### src/rtl/uart_rx_if.sv
// Processor-side bus of the UART receiver: FIFO head, pop strobe and sticky error flags.
interface uart_rx_if;
  logic [7:0] UART_data;
  logic       UART_empty;
  logic       UART_rd;
  logic       UART_framing_error;
  logic       UART_overflow;
  logic       UART_clr_err;

  modport master (
    input  UART_data,
    input  UART_empty,
    input  UART_framing_error,
    input  UART_overflow,
    output UART_rd,
    output UART_clr_err
  );

  modport slave (
    output UART_data,
    output UART_empty,
    output UART_framing_error,
    output UART_overflow,
    input  UART_rd,
    input  UART_clr_err
  );
endinterface

### src/rtl/uart_rx.sv
// 8N1 UART receiver: input synchronizer, mid-bit sampling FSM and a small receive FIFO
// with a registered head output and sticky framing/overflow flags.
module uart_rx #(
  parameter int G_BAUD_DIVIDE = 868,
  parameter int G_SYNC_STAGES = 3,
  parameter int G_FIFO_DEPTH  = 4
) (
  input  logic      i_clk,
  input  logic      i_rst,
  input  logic      i_UART_Rx,
  uart_rx_if.slave  io_bus
);

  localparam int C_TW = $clog2(G_BAUD_DIVIDE);
  localparam int C_PW = $clog2(G_FIFO_DEPTH);
  localparam logic [C_TW-1:0] C_HALF    = C_TW'(G_BAUD_DIVIDE / 2 - 1);
  localparam logic [C_TW-1:0] C_FULL    = C_TW'(G_BAUD_DIVIDE - 1);
  localparam logic [C_PW:0]   C_PTR_ONE = (C_PW + 1)'(1);

  typedef enum logic [1:0] {
    S_IDLE,
    S_START,
    S_DATA,
    S_STOP
  } state_t;

  logic [G_SYNC_STAGES-1:0] r_sync;
  logic                     r_rx_prev;
  state_t                   r_state;
  logic [C_TW-1:0]          r_timer;
  logic [2:0]               r_bit_cnt;
  logic [7:0]               r_shreg;
  logic                     r_framing_error;

  logic [7:0]               r_mem [G_FIFO_DEPTH];
  logic [C_PW:0]            r_wr_ptr;
  logic [C_PW:0]            r_rd_ptr;
  logic [7:0]               r_data;
  logic                     r_overflow;

  logic                     w_rx_s;
  logic                     w_expire;
  logic                     w_push;
  logic                     w_empty;
  logic                     w_full;
  logic                     w_pop;
  logic                     w_push_ok;
  logic [C_PW:0]            w_rd_next;
  logic [C_PW:0]            w_wr_next;

  assign w_rx_s   = r_sync[G_SYNC_STAGES-1];
  assign w_expire = (r_timer == '0);

  always_ff @(posedge i_clk) begin
    if (i_rst) begin
      r_sync    <= '1;
      r_rx_prev <= 1'b1;
    end else begin
      r_sync    <= {r_sync[G_SYNC_STAGES-2:0], i_UART_Rx};
      r_rx_prev <= w_rx_s;
    end
  end

  // Clear is applied first so a framing error in the same cycle still wins.
  always_ff @(posedge i_clk) begin
    if (i_rst) begin
      r_state         <= S_IDLE;
      r_timer         <= '0;
      r_bit_cnt       <= '0;
      r_shreg         <= '0;
      r_framing_error <= 1'b0;
    end else begin
      if (io_bus.UART_clr_err) begin
        r_framing_error <= 1'b0;
      end
      case (r_state)
        S_IDLE: begin
          if (r_rx_prev && !w_rx_s) begin
            r_timer <= C_HALF;
            r_state <= S_START;
          end
        end
        S_START: begin
          if (w_expire) begin
            if (w_rx_s) begin
              r_state <= S_IDLE;
            end else begin
              r_timer   <= C_FULL;
              r_bit_cnt <= '0;
              r_state   <= S_DATA;
            end
          end else begin
            r_timer <= r_timer - 1'b1;
          end
        end
        S_DATA: begin
          if (w_expire) begin
            r_shreg   <= {w_rx_s, r_shreg[7:1]};
            r_timer   <= C_FULL;
            r_bit_cnt <= r_bit_cnt + 1'b1;
            if (r_bit_cnt == 3'd7) begin
              r_state <= S_STOP;
            end
          end else begin
            r_timer <= r_timer - 1'b1;
          end
        end
        S_STOP: begin
          if (w_expire) begin
            if (!w_rx_s) begin
              r_framing_error <= 1'b1;
            end
            r_state <= S_IDLE;
          end else begin
            r_timer <= r_timer - 1'b1;
          end
        end
        default: r_state <= S_IDLE;
      endcase
    end
  end

  assign w_push    = (r_state == S_STOP) && w_expire && w_rx_s;
  assign w_empty   = (r_wr_ptr == r_rd_ptr);
  assign w_full    = (r_wr_ptr[C_PW] != r_rd_ptr[C_PW]) &&
                     (r_wr_ptr[C_PW-1:0] == r_rd_ptr[C_PW-1:0]);
  assign w_pop     = io_bus.UART_rd && !w_empty;
  assign w_push_ok = w_push && (!w_full || w_pop);
  assign w_rd_next = w_pop     ? r_rd_ptr + C_PTR_ONE : r_rd_ptr;
  assign w_wr_next = w_push_ok ? r_wr_ptr + C_PTR_ONE : r_wr_ptr;

  always_ff @(posedge i_clk) begin
    if (w_push_ok) begin
      r_mem[r_wr_ptr[C_PW-1:0]] <= r_shreg;
    end
  end

  // The new head is the byte being pushed only when it lands in the slot the read pointer moves to.
  always_ff @(posedge i_clk) begin
    if (i_rst) begin
      r_wr_ptr   <= '0;
      r_rd_ptr   <= '0;
      r_data     <= '0;
      r_overflow <= 1'b0;
    end else begin
      r_wr_ptr <= w_wr_next;
      r_rd_ptr <= w_rd_next;
      if (w_rd_next != w_wr_next) begin
        r_data <= (w_push_ok && (w_rd_next == r_wr_ptr)) ? r_shreg
                                                         : r_mem[w_rd_next[C_PW-1:0]];
      end
      if (io_bus.UART_clr_err) begin
        r_overflow <= 1'b0;
      end
      if (w_push && w_full && !w_pop) begin
        r_overflow <= 1'b1;
      end
    end
  end

  assign io_bus.UART_data          = r_data;
  assign io_bus.UART_empty         = w_empty;
  assign io_bus.UART_framing_error = r_framing_error;
  assign io_bus.UART_overflow      = r_overflow;

endmodule

### src/flat_wrapper.sv
// flat-port wrapper written by rule: the top's interface ports become plain ports
module uart_rx_flat 
#(
  parameter int G_BAUD_DIVIDE = 868,
  parameter int G_SYNC_STAGES = 3,
  parameter int G_FIFO_DEPTH  = 4
)
  (i_clk, i_rst, i_UART_Rx, io_bus_UART_data, io_bus_UART_empty, io_bus_UART_framing_error, io_bus_UART_overflow, io_bus_UART_rd, io_bus_UART_clr_err);
  uart_rx_if io_bus_i ();
  input  logic i_clk;
  input  logic i_rst;
  input  logic i_UART_Rx;
  output wire logic [$bits(io_bus_i.UART_data)-1:0] io_bus_UART_data;
  output wire logic [$bits(io_bus_i.UART_empty)-1:0] io_bus_UART_empty;
  output wire logic [$bits(io_bus_i.UART_framing_error)-1:0] io_bus_UART_framing_error;
  output wire logic [$bits(io_bus_i.UART_overflow)-1:0] io_bus_UART_overflow;
  input wire logic [$bits(io_bus_i.UART_rd)-1:0] io_bus_UART_rd;
  input wire logic [$bits(io_bus_i.UART_clr_err)-1:0] io_bus_UART_clr_err;
  assign io_bus_UART_data = io_bus_i.UART_data;
  assign io_bus_UART_empty = io_bus_i.UART_empty;
  assign io_bus_UART_framing_error = io_bus_i.UART_framing_error;
  assign io_bus_UART_overflow = io_bus_i.UART_overflow;
  assign io_bus_i.UART_rd = io_bus_UART_rd;
  assign io_bus_i.UART_clr_err = io_bus_UART_clr_err;
  uart_rx #(.G_BAUD_DIVIDE(G_BAUD_DIVIDE), .G_SYNC_STAGES(G_SYNC_STAGES), .G_FIFO_DEPTH(G_FIFO_DEPTH)) u_core (.i_clk(i_clk), .i_rst(i_rst), .i_UART_Rx(i_UART_Rx), .io_bus(io_bus_i));
endmodule
### config.mk
export PLATFORM = sky130hd
export DESIGN_NAME = uart_rx_flat
export DESIGN_NICKNAME = d
export VERILOG_FILES = /design/src/rtl/uart_rx_if.sv /design/src/rtl/uart_rx.sv /design/src/flat_wrapper.sv
export SDC_FILE = /design/constraint.sdc
export NUM_CORES = 1
export LEC_CHECK = 0
export ABC_AREA = 1
export CAP_MARGIN = 30
export CORE_MARGIN = 2
export CORE_UTILIZATION = 53
export DETAILED_ROUTE_END_ITERATION = 12
export GPL_TIMING_DRIVEN = 0
export PLACE_DENSITY = 0.7
export SYNTH_ARGS = -nofsm -noshare
export SYNTH_HDL_FRONTEND = slang
export SYNTH_SLANG_ARGS = --single-unit
### constraint.sdc
create_clock -name i_clk -period 1.9 [get_ports i_clk]
set_input_delay 0.19 -clock i_clk [delete_from_list [all_inputs] [get_ports i_clk]]
set_output_delay 0.19 -clock i_clk [all_outputs]
set_load 0.02 [all_outputs]
# Word-level counts from Yosys, hierarchy flattened
# Memories as Yosys holds them, arrays and structs flattened.
# Index checks and enable logic that the tools add are counted.
word_totals:
  register_bits: 43
  latch_bits: 0
  ram_bits: 32
  mem_bits_ro: 0
  in_bits: 5
  out_inout_bits: 11
  elab_cells: 83
  memories: 1
op_classes:
  add_sub_neg: 4
  multipliers: 0
  div: 0
  order_cmp: 0
  n_eq_ne: 17
  n_shift: 0
  n_mux: 28
  bitwise: 0
  reduce_logical: 22
memory_table:
  columns: ["memory", "words", "width", "read_ports", "rd_clocked_by_memory_dff", "wr", "line", "text"]
  rows:
  - ["u_core.r_mem", 4, 8, 1, 0, 1, "uart_rx.sv:35", "logic [7:0] r_mem [G_FIFO_DEPTH];"]
op_table:
  columns: ["op", "count"]
  rows:
  - ["two-way mux 10 bit", 5]
  - ["one-hot mux 10 bit (4 select lines)", 1]
  - ["two-way mux 3 bit", 5]
  - ["two-way mux 2 bit", 6]
  - ["zero test 10 bit", 1]
  - ["!= test 2 x 1 -> 1 bit, second input constant", 5]
  - ["subtractor 10 x 1 -> 10 bit, second input constant", 1]
  - ["adder 3 x 1 -> 3 bit, second input constant", 3]
  - ["logical AND 1 bit", 9]
  - ["two-way mux 1 bit", 8]
  - ["two-way mux 8 bit", 1]
  - ["one-hot mux 2 bit (4 select lines)", 1]
  - ["equality test 3 bit", 2]
  - ["one-hot mux 3 bit (2 select lines)", 1]
  - ["AND reduction 5 bit", 1]
  - ["equality test 2 bit, second input constant", 2]
  - ["zero test 1 bit", 4]
  - ["!= test 2 bit, second input constant", 2]
  - ["AND reduction 4 bit", 1]
  - ["nonzero test 2 bit", 2]
  - ["equality test 3 bit, second input constant", 1]
  - ["!= test 3 bit", 1]
  - ["!= test 3 bit, second input constant", 1]
  - ["AND reduction 3 bit", 1]
  - ["other kinds (6)", 6]

# Depth between registers and ports, before layout
logic_depth:
  ltp_word: 7
  mapped_depth: 15
  depth_no_buf: 15

# Worst setup path before layout
# Ideal clock, no wire load.
synth_timing:
  path_kind: "reg2reg"
  from: "register u_core.r_timer[0]"
  to: "memory u_core.r_mem[0][0], enable pin"
  setup_time_ns: 0.371
  arrival_time_ns: 1.513
  required_ns: 1.529
  setup_slack_ns: 0.017
  stages_incl_launch_ff: 9
  n_path_buf: 0
  period_less_slack_ns: 1.883
  cell_sequence: "dfxtp_1 > inv_1 > ha_1 > nand2_2 > nor2_4 > nand3_2 > nor2_4 > nand2_2 > nor2_1"
synth_via:
  elab_chain_len: 6
synth_rtl:
  columns: ["item", "line", "text"]
  rows:
  - ["start, declared", "uart_rx.sv:30", "logic [C_TW-1:0] r_timer;"]
  - ["start signal, assigned", "uart_rx.sv:93", "r_timer <= r_timer - 1'b1;"]
  - ["start signal, assigned", "uart_rx.sv:105", "r_timer <= r_timer - 1'b1;"]
  - ["start signal, assigned", "uart_rx.sv:115", "r_timer <= r_timer - 1'b1;"]
  - ["zero test 10 bit", "uart_rx.sv:52", "assign w_expire = (r_timer == '0);"]
  - ["logical AND 1 bit (2 in series)", "uart_rx.sv:123", "assign w_push = (r_state == S_STOP) && w_expire && w_rx_s;"]
  - ["logical AND 1 bit", "uart_rx.sv:128", "assign w_push_ok = w_push && (!w_full || w_pop);"]
  - ["two-way mux 1 bit", "uart_rx.sv:133", "if (w_push_ok) begin"]
  - ["two-way mux 1 bit (implied by the code)", "uart_rx.sv:134", "r_mem[r_wr_ptr[C_PW-1:0]] <= r_shreg;"]
  - ["end, declared", "uart_rx.sv:35", null]
# No other way between the ends.

# Worst setup path in the final report
layout_timing:
  from: "register u_core.r_timer[0]"
  to: "register u_core.r_data[3] (netlist: u_core.io_bus.UART_data[3])"
layout_via:
  elab_chain_len: 6
  elab_cells_between_ends: 8
  classes_between: "eq/ne (1); mux (2); reduce/logical (5)"
layout_rtl:
  columns: ["item", "line", "text"]
  rows:
  - ["zero test 10 bit *", "uart_rx.sv:52", null]
  - ["logical AND 1 bit * (2 in series)", "uart_rx.sv:123", null]
  - ["logical AND 1 bit *", "uart_rx.sv:128", null]
  - ["two-way mux 3 bit or logical AND 1 bit (tied branches)", "uart_rx.sv:130, uart_rx.sv:149", null]
  - ["!= test 3 bit or two-way mux 8 bit (tied branches)", "uart_rx.sv:148, uart_rx.sv:149", null]
  - ["end signal, assigned", "uart_rx.sv:149", "r_data <= (w_push_ok && (w_rd_next == r_wr_ptr)) ? r_shreg"]
  - ["end, declared", "uart_rx.sv:38", "logic [7:0] r_data;"]
# Mark *: on every way between the ends. The rest lies on a longest branch, timed or not.
# A chain may end at the register's enable or synchronous reset.

==> metrics.yaml <==
highest_layer: "met4"
drc: 0
finalHoldViolations: 0
clk_pin_slew_worst_paths_ns: 0.08
crit_path_max_fanout: 8
clock_path_buffers: 2
cts_hold_buf: 0
critical-path-top-delay-family: "simple AND/OR/NAND/NOR gates"
synth.largest_area_cell: "edfxtp_1"
synth.avg_cell_area_um2: 8.28
nets: 542
core_um2: 7210
fmax_ghz: 0.531
finalCriticalPeriod_ns: 1.88
synth.net_count: 491
grt_pass1_vias: 3042
wirelength_um: 9220
crit_type: "reg -> reg"
dr_wl_met3_um: 596
drtIter0Drc: 361
grt_max_degree: 15
final_cell_area_um2: 4870
fillCellCount: 596
r2r_cells: 12
numPortBuffers: 14
met1_length_um: 4210
critPathArrivalTime_ns: 2.18
drive_gt1_share_pct: 25.3
hold_depth: 3
slew_headroom_pct: 63.5
crit_chain: "inv_2 -> ha_4 -> nand2_4 -> nor2_4 -> nand3_2 -> nor2_4 -> nand3_2 -> nand3_2 -> nand2_4 -> nor2_8 -> a21oi_1 -> nor2_1"
power_density_nw_per_um2: 1210
rr_startpoint: "u_core.r_timer[0]"
post-place-ws_ns: -0.349
setup_viol: 0
synth_edf_count: 32
die_h_um: 90.1
hp-class: "in -> reg"
final_util_pct: 67.6
reg2reg_slack_ns: 0.02
crit_path_end_kind: "register"
rows: 31
setup_ws_ns: 0.0173
post-synth-top-area-fraction_pct: 24.5
leakagePower_nw: 2.13
place.gp.congestion: 0.802
path_buf_inv: 1
final_antenna_net_count: 0
hp-start: "io_bus_UART_rd"
synth_area_leaders: "edfxtp_1, dfxtp_1, nand2_1, nand3_1, inv_1"
postPlaceCellArea_um2: 4190
hold_path_end: "u_core.r_rd_ptr[2]"
detail_route.wl_per_cell_um: 14.7
ys_seq_elements: 75
met2_length_um: 4240
yosysMostFrequentCell: "nand2_1"
route.vias.total: 3364
ys_warn_count: 0
die-area_um2: 8110
startpoint_type: "register"
start_util_pct: 54.4
overflow: 0
die_w_um: 90.1
area_growth_pct: 24.2
n_antenna_cell: 0
ys_types: 35
cts_sinks: 75
fin_skew_ns: 0.00674
vias_per_cell: 5.35
clockRootBuffer: "clkbuf_8"
vdd_drop_max_uv: 912
worstMarginPinSlew_ns: 0.547
cts_buffers: 9
finalCritPeriodShare_pct: 99.1
rsz0062_at_grt: "true"
first_pass_iters: 5
ys_seq_area_share_pct: 46.4
grt_pass1_wl_um: 14500
cp_slowest_cell: "dfxtp_2"
synthTopCellsByCount: "nand2_1, inv_1, nand3_1"
dp_hpwl_um: 5960
max_cap_viol_count: 0
cpMostUsedCell: "nand3_2"
cts_tree: "built"
max_stage_delay_ns: 0.32
ys.flop_type: "dfxtp_1"
hold_slack_ns: 0.274
grt_use_total_pct: 22.4
ys_async_sr_fraction_pct: 0
syn_inst: 474
syn_area_um2: 3930
io_pins: 16
clk_latency_ns: 0.36
regToRegEndpoint: "u_core.io_bus.UART_data[3]"
finalMaxSlewViolations: 0
status: "finished clean"
htreeDepth: 3
antenna_found_initial: 0
crit_required_ns: 2.20
## worst reg2reg max path: stages (launching register included)
cell and delay, ns:
dfxtp_2 0.32, inv_2 0.07, ha_4 0.15, nand2_4 0.05, nor2_4 0.16, nand3_2 0.12
nor2_4 0.20, nand3_2 0.14, nand3_2 0.13, nand2_4 0.10, nor2_8 0.18, a21oi_1 0.08
nor2_1 0.11
## worst max path at each step
stage | startpoint | slack (ns) | cells after the start | end
2_1_floorplan | u_core.r_timer[0] | 0.02 | 8 | u_core.r_mem[0][0]
3_3_place_gp | u_core.r_timer[0] | -0.27 | 8 | u_core.r_mem[1][6]
3_5_place_dp | u_core.r_timer[0] | -0.35 | 8 | u_core.r_mem[2][4]
4_1_cts | u_core.r_timer[1] | 0.0008 | 13 | u_core.io_bus.UART_data[6]
5_1_grt | u_core.r_timer[1] | -0.09 | 11 | u_core.io_bus.UART_data[2]
6_report | u_core.r_timer[0] | 0.02 | 12 | u_core.io_bus.UART_data[3]
## state kept, by name, summed over array words and instances (netlist names), 3 cells and up, named ones only
signal                   cells
u_core.r_mem                32
u_core.r_timer              10
u_core.io_bus.UART_data      8
u_core.r_shreg               8
u_core.r_bit_cnt             3
u_core.r_rd_ptr              3
u_core.r_sync                3
u_core.r_wr_ptr              3
## stage by stage
step	std cells	setup TNS (ns)	total power, mW
6_report	629	0	5.92
5_1_grt	629	-1.32	6.29
4_1_cts	613	0	5.62
3_5_place_dp	587	-13.22	4.20
3_3_place_gp	587	-9.50	4.13
2_1_floorplan	474	0	3.68
## cells in the final DEF (no fill, tap or decap), types with 3 or more instances in the layout
cell and count:
a211oi_1 3, a21oi_1 26, a22oi_1 3, buf_4 22, buf_6 8, clkbuf_1 4
clkbuf_8 9, clkdlybuf4s50_1 13, dfxtp_1 36, dfxtp_2 4, dfxtp_4 3, edfxtp_1 32
ha_1 10, inv_1 64, inv_2 4, inv_4 4, nand2_1 58, nand2_2 19
nand2_4 13, nand3_1 46, nand3_2 11, nand3b_1 10, nand4_1 9, nor2_1 40
nor2_4 10, nor3_1 4, o21ai_0 22, o21ai_1 6, or2_2 3
## layer usage
layer / up-vias / track usage, %
met1: 1577 / 32.4
li1: 1673 / -
met5: - / 0
met2: 96 / 33.5
met4: 0 / 7.44
met3: 18 / 5.11
## cell type report
class / count / area [um2] / share of cell area [%]
inverter: 74 / 297 / 6.08
tap: 99 / 124 / 2.54
clock buffer: 10 / 128 / 2.62
timing repair buffer: 40 / 355 / 7.29
sequential: 75 / 1840 / 37.7
clock inverter: 6 / 65.1 / 1.33
multi-input combinational: 315 / 1990 / 40.8
buffer: 10 / 80.1 / 1.64
## timing repair
item / CTS / global route
setup buffers: 9 / 14
cloned: 1 / 2
endpoints found under the setup margin: 57 / 32
hold endpoints to repair: 0 / 0
gates resized for setup: 29 / 59
pin swaps: 11 / 28
## cells by family after synthesis
group	synth area share [%]
compound gates	8.86
xor+xnor	0.892
fa+ha+maj	3.82
buf+inv	8.89
flops	46.4
simple gates	31.1
## power breakdown
| part | switching [mW] | internal, mW | leakage, nW |
|---|---|---|---|
| clock network | 0.619 | 0.609 | 0.0966 |
| registers | 0.186 | 1.87 | 0.685 |
| logic | 1.57 | 1.06 | 1.35 |
Note: power is estimated with default switching activity, not from simulation.
